<file path="src/rtl/dram_arbiter.sv">
// Two-requester (instruction refill / data) arbiter in front of a single DRAM port.
// Contention policy: define DRAM_ARB_RR_EN for round-robin, otherwise D has fixed priority.
module dram_arbiter #(
    parameter int MEM_SCALE = 27
) (
    input  logic                 clk,
    input  logic                 rst_n,
    input  logic                 i_oe,
    input  logic [MEM_SCALE-1:0] i_addr,
    output logic [31:0]          i_rdata,
    output logic                 i_valid,
    input  logic                 d_oe,
    input  logic                 d_we,
    input  logic [MEM_SCALE-1:0] d_addr,
    input  logic [31:0]          d_wdata,
    input  logic [3:0]           d_wstrb,
    output logic [31:0]          d_rdata,
    output logic                 d_valid,
    output logic                 m_oe,
    output logic                 m_we,
    output logic [MEM_SCALE-1:0] m_addr,
    output logic [31:0]          m_wdata,
    output logic [3:0]           m_wstrb,
    input  logic [31:0]          m_rdata,
    input  logic                 m_valid,
    output logic                 err
);

    typedef enum logic [1:0] {IDLE, BUSY_I, BUSY_D} state_t;

    typedef struct packed {
        logic                 we;
        logic [MEM_SCALE-1:0] addr;
        logic [31:0]          wdata;
        logic [3:0]           wstrb;
    } req_t;

    localparam logic GNT_I = 1'b0;
    localparam logic GNT_D = 1'b1;

    state_t               state, state_nxt;
    logic                 pend_i, pend_d;
    logic [MEM_SCALE-1:0] i_addr_q;
    req_t                 d_req_q;
    req_t                 gnt_q;
    req_t                 win_req;
    logic                 last_grant;
    logic                 grant, win_d, pick_d;
    logic                 accept_i, accept_d, viol;

`ifdef DRAM_ARB_RR_EN
    assign pick_d = (last_grant == GNT_I);
`else
    // D always wins; last_grant is still tracked so both builds keep the same state.
    assign pick_d = (last_grant == GNT_I) | 1'b1;
`endif

    assign grant   = (state == IDLE) && (pend_i || pend_d);
    assign win_d   = pend_d && (!pend_i || pick_d);
    assign win_req = win_d ? d_req_q
                           : req_t'{we: 1'b0, addr: i_addr_q, wdata: 32'h0, wstrb: 4'h0};

    assign i_rdata = m_rdata;
    assign d_rdata = m_rdata;

    always_comb begin
        state_nxt = state;
        m_oe      = 1'b0;
        i_valid   = 1'b0;
        d_valid   = 1'b0;
        // Granted fields stay on the bus for the whole transaction.
        {m_we, m_addr, m_wdata, m_wstrb} = (state == IDLE) ? win_req : gnt_q;
        case (state)
            IDLE: begin
                if (grant) begin
                    m_oe      = rst_n;
                    state_nxt = win_d ? BUSY_D : BUSY_I;
                end
            end
            BUSY_I: begin
                i_valid = rst_n && m_valid;
                if (m_valid) state_nxt = IDLE;
            end
            BUSY_D: begin
                d_valid = rst_n && m_valid;
                if (m_valid) state_nxt = IDLE;
            end
            default: state_nxt = IDLE;
        endcase
    end

    // The owner may re-request only in the cycle its response returns.
    assign accept_i = i_oe && !pend_i && ((state != BUSY_I) || i_valid);
    assign accept_d = d_oe && !pend_d && ((state != BUSY_D) || d_valid);
    assign viol     = (i_oe && !accept_i) || (d_oe && !accept_d) ||
                      ((state == IDLE) && m_valid);

    always_ff @(posedge clk) begin
        if (!rst_n) begin
            state      <= IDLE;
            pend_i     <= 1'b0;
            pend_d     <= 1'b0;
            last_grant <= GNT_D;
            err        <= 1'b0;
        end else begin
            state <= state_nxt;
            if (accept_i)             pend_i <= 1'b1;
            else if (grant && !win_d) pend_i <= 1'b0;
            if (accept_d)             pend_d <= 1'b1;
            else if (grant && win_d)  pend_d <= 1'b0;
            if (grant) last_grant <= win_d;
            if (viol)  err <= 1'b1;
        end
    end

    always_ff @(posedge clk) begin
        if (accept_i) i_addr_q <= i_addr;
        if (accept_d) d_req_q  <= req_t'{we: d_we, addr: d_addr, wdata: d_wdata, wstrb: d_wstrb};
        if (grant)    gnt_q    <= win_req;
    end

endmodule

</file>
<file path="config.mk">
export PLATFORM = sky130hd
export DESIGN_NAME = dram_arbiter
export DESIGN_NICKNAME = d
export VERILOG_FILES = /design/src/rtl/dram_arbiter.sv
export SDC_FILE = /design/constraint.sdc
export NUM_CORES = 1
export LEC_CHECK = 0
export CORE_MARGIN = 3
export CORE_UTILIZATION = 39
export CTS_CLUSTER_SIZE = 24
export DETAILED_ROUTE_END_ITERATION = 12
export PLACE_DENSITY = 0.75
export SYNTH_ARGS = -nofsm -noshare
export SYNTH_HDL_FRONTEND = slang
export SYNTH_SLANG_ARGS = --single-unit
export TNS_END_PERCENT = 100
</file>
<file path="constraint.sdc">
create_clock -name clk -period 4 [get_ports clk]
set_input_delay 0.4 -clock clk [delete_from_list [all_inputs] [get_ports clk]]
set_output_delay 0.4 -clock clk [all_outputs]
set_load 0.01 [all_outputs]
</file>
==> impl_metrics.json <==
{
  "fin_crit_sh_pct": 80.5,
  "max_stage_delay_ns": 1.06,
  "ctsResizeCount": 0,
  "worst-path-max-fanout": 48,
  "r2r-end": "gnt_q[28]$_DFFE_PP_",
  "report.final.slew_viol_count": 0,
  "dieArea_sq_mm": 0.0194,
  "drt_iter0_markers": 222,
  "hold_slack_ns": 0.506,
  "yosysTopAreaCell": "edfxtp_1",
  "fill_cells": 1409,
  "drt-total-wl_mm": 15.3,
  "ant_nets": 0,
  "grt_pass1_vias": 4101,
  "num-nets-final": 701,
  "syn_avg_cell_area_sq_um": 15.0,
  "min_path_cells": 2,
  "p_leak_nw": 3.23,
  "grt_pass1_wl_mm": 23.5,
  "path_cells": "buf_4 > mux2_4 > nor2_1 > nor2_1 > clkdlybuf4s50_1",
  "hpwl_mm": 10.7,
  "ir_worst_vdd_mv": 0.289,
  "hold_start": "state[1]$_SDFFE_PN0P_",
  "r2r_cells": 3,
  "rsz0062_at_grt": "false",
  "vias_per_cell": 4.74,
  "critical_path_required_ns": 3.60,
  "switching_power_w": 0.00115,
  "grt_max_degree": 69,
  "cts_buffers": 17,
  "fp-row-count": 48,
  "final_common_cell": "clkdlybuf4s50_1",
  "place_congestion": 0.742,
  "cts.clk_slew.worst_paths_ns": 0.06,
  "die_w_microns": 139,
  "holdBufCountCts": 0,
  "switching_share_pct": 25.3,
  "clk_path_buf_depth": 2,
  "synthTopCellsByArea": "edfxtp_1, buf_4, mux2_2",
  "dr_total_vias": 3826,
  "synth_fp_nets": 593,
  "cts_setup_buffers": 0,
  "reg2reg_slack_ns": 1.78,
  "path_delay_family": "flip-flops",
  "comb_power_share_pct": 19.8,
  "multi_input_area_sq_mm": 0.00159,
  "hold_path_class": "reg2reg",
  "cap_violations": 0,
  "dieHeight_microns": 139,
  "start_kind": "flip-flop",
  "status": "complete, no violations",
  "numPortBuffers": 163,
  "fin_tns_setup_ns": 0,
  "syn2layout_area_growth_pct": 28.2,
  "fmax_mhz": 311,
  "h-tree-depth": 4,
  "clk_latency_ns": 0.41,
  "worst_pin_slew_ns": 1.10,
  "reg2reg_from": "pend_d$_SDFFE_PN0P_",
  "holdPathEnd": "state[1]$_SDFFE_PN0P_",
  "endpoint_kind": "primary output",
  "final.min_clock_period_ns": 3.22,
  "drc": 0,
  "synth_area_sq_mm": 0.00694,
  "yosysTopAreaCellShare_pct": 67.0,
  "layout_common_cells": "clkdlybuf4s50_1, edfxtp_1, nor2_1, and2_1, mux2_2",
  "register_area_sq_mm": 0.00476,
  "cts_num_sinks": 160,
  "initial_utilization_pct": 40.0,
  "synth-seq-cells": 160,
  "drive_above_1_share_pct": 18.7,
  "path_class": "reg2out",
  "intPower_w": 0.00341,
  "power_density_mw_per_mm2": 512,
  "ys_warn_count": 0,
  "fin_area_sq_mm": 0.00890,
  "grtUsageTotal_pct": 15.8,
  "crit_arrival_ns": 2.82,
  "overflow": 0,
  "coreArea_sq_mm": 0.0174,
  "slowest_stage": "dfxtp_2",
  "finalClockSkew_ns": 0.00853,
  "max-slew-margin-rel_pct": 27.0,
  "pin_count": 260,
  "antenna_found_initial": 0,
  "syn_inst": 462,
  "firstDrtPassIters": 4,
  "placed_cell_area_sq_mm": 0.00834,
  "cts-root-buf": "clkbuf_16",
  "finalHoldViolations": 0,
  "clkPwrFrac_pct": 33.7,
  "wl_per_cell_microns": 19.0,
  "ys_seq_area_share_pct": 68.5,
  "p_seq_share_pct": 46.6,
  "synth_cell_types": 26,
  "cp_num_buf_inv": 2,
  "cts_tree": "yes",
  "antennaDiodeCount": 0,
  "setup_viol": 0,
  "cpMostUsedCell": "nor2_1"
}
==> logic make-up (layout without fill, tap and decap cells) <==
group / Yosys count / in the layout / synth area share (%)
flip-flops: 160 / 160 / 68.5
AND/OR/NAND/NOR: 137 / 137 / 9.23
buffers and inverters: 87 / 208 / 8.99
multiplexers: 64 / 64 / 11.8
AO/OA/AOI/OAI: 11 / 11 / 0.937
adder cells (fa/ha/maj): 3 / 3 / 0.541
==> tightest hold or removal path, stage by stage (launching register included) <==
cell and delay [ns]:
dfxtp_1 0.32, o21ai_0 0.07, a21oi_1 0.06
==> cell type report <==
type / instances / area share, %
flip-flops and latches: 160 / 53.4
clock buffers: 17 / 4.78
multi-input cells: 215 / 17.9
clock inverters: 15 / 1.50
repair buffers: 172 / 19.1
inverters: 4 / 0.169
well taps: 225 / 3.16
==> stage by stage <==
| stage | utilization (%) | cells | total power [W] | worst slack, ns |
|---|---|---|---|---|
| after global routing | 51.3 | 808 | 0.00477 | 0.573 |
| after detailed placement | 48.1 | 776 | 0.00308 | 1.19 |
| after CTS | 51.3 | 808 | 0.00463 | 0.694 |
| final | 51.3 | 808 | 0.00456 | 0.781 |
| after global placement | 48.1 | 776 | 0.00305 | 1.23 |
| after floorplan | - | 462 | 0.00267 | 0.776 |
==> how the worst max path moves through the flow <==
stage                          start                     to  slack [ns]  cells after the start
2_1_floorplan  state[1]$_SDFFE_PN0P_  i_addr_q[0]$_DFFE_PP_        0.78                      4
6_report         pend_d$_SDFFE_PN0P_             m_addr[18]        0.78                      5
3_3_place_gp     pend_d$_SDFFE_PN0P_             m_addr[25]        1.23                      5
5_1_grt          pend_d$_SDFFE_PN0P_             m_addr[18]        0.57                      5
4_1_cts          pend_d$_SDFFE_PN0P_             m_addr[18]        0.69                      5
3_5_place_dp     pend_d$_SDFFE_PN0P_             m_addr[20]        1.19                      5
==> power groups by stage <==
stage | Clock, W | Combinational [W] | Sequential [W]
4_1_cts | 0.00158 | 0.000922 | 0.00213
3_5_place_dp | 0 | 0.000915 | 0.00216
5_1_grt | 0.00166 | 0.000972 | 0.00214
6_report | 0.00154 | 0.000901 | 0.00212
3_3_place_gp | 0 | 0.000896 | 0.00215
2_1_floorplan | 0 | 0.000530 | 0.00214
==> cells in the mapped netlist <==
| master | number |
|---|---|
| a221oi_1 | 1 |
| inv_1 | 4 |
| nand3b_1 | 1 |
| mux2_2 | 37 |
| o21a_1 | 1 |
| buf_2 | 10 |
| a31oi_1 | 1 |
| ha_1 | 3 |
| buf_4 | 65 |
| a21boi_0 | 1 |
| a21oi_1 | 4 |
| clkbuf_2 | 3 |
| buf_6 | 5 |
| nor2_1 | 84 |
| nor3b_1 | 1 |
| nand3_1 | 2 |
| o21ai_0 | 3 |
| nand2b_1 | 3 |
| nor2b_1 | 4 |
| nor3_1 | 1 |
| nand2_1 | 2 |
| edfxtp_1 | 155 |
| mux2_4 | 27 |
| and3_1 | 2 |
| and2_1 | 37 |
| dfxtp_1 | 5 |
==> registers in the layout, summed over array words and instances (netlist names) <==
register  cells
i_addr_q     27
state         2
pend_i        1
err           1
pend_d        1
gnt_q        64
d_req_q      64
==> routing by layer <==
layer | wire [microns] | track usage [%] | up-vias
met5 | 0 | 0 | -
met2 | 8100 | 27.8 | 123
li1 | - | - | 1777
met4 | 657 | 8.08 | 0
met3 | 981 | 5.15 | 83
met1 | 5610 | 17.0 | 1843
Power figures use the tool's default switching activity.
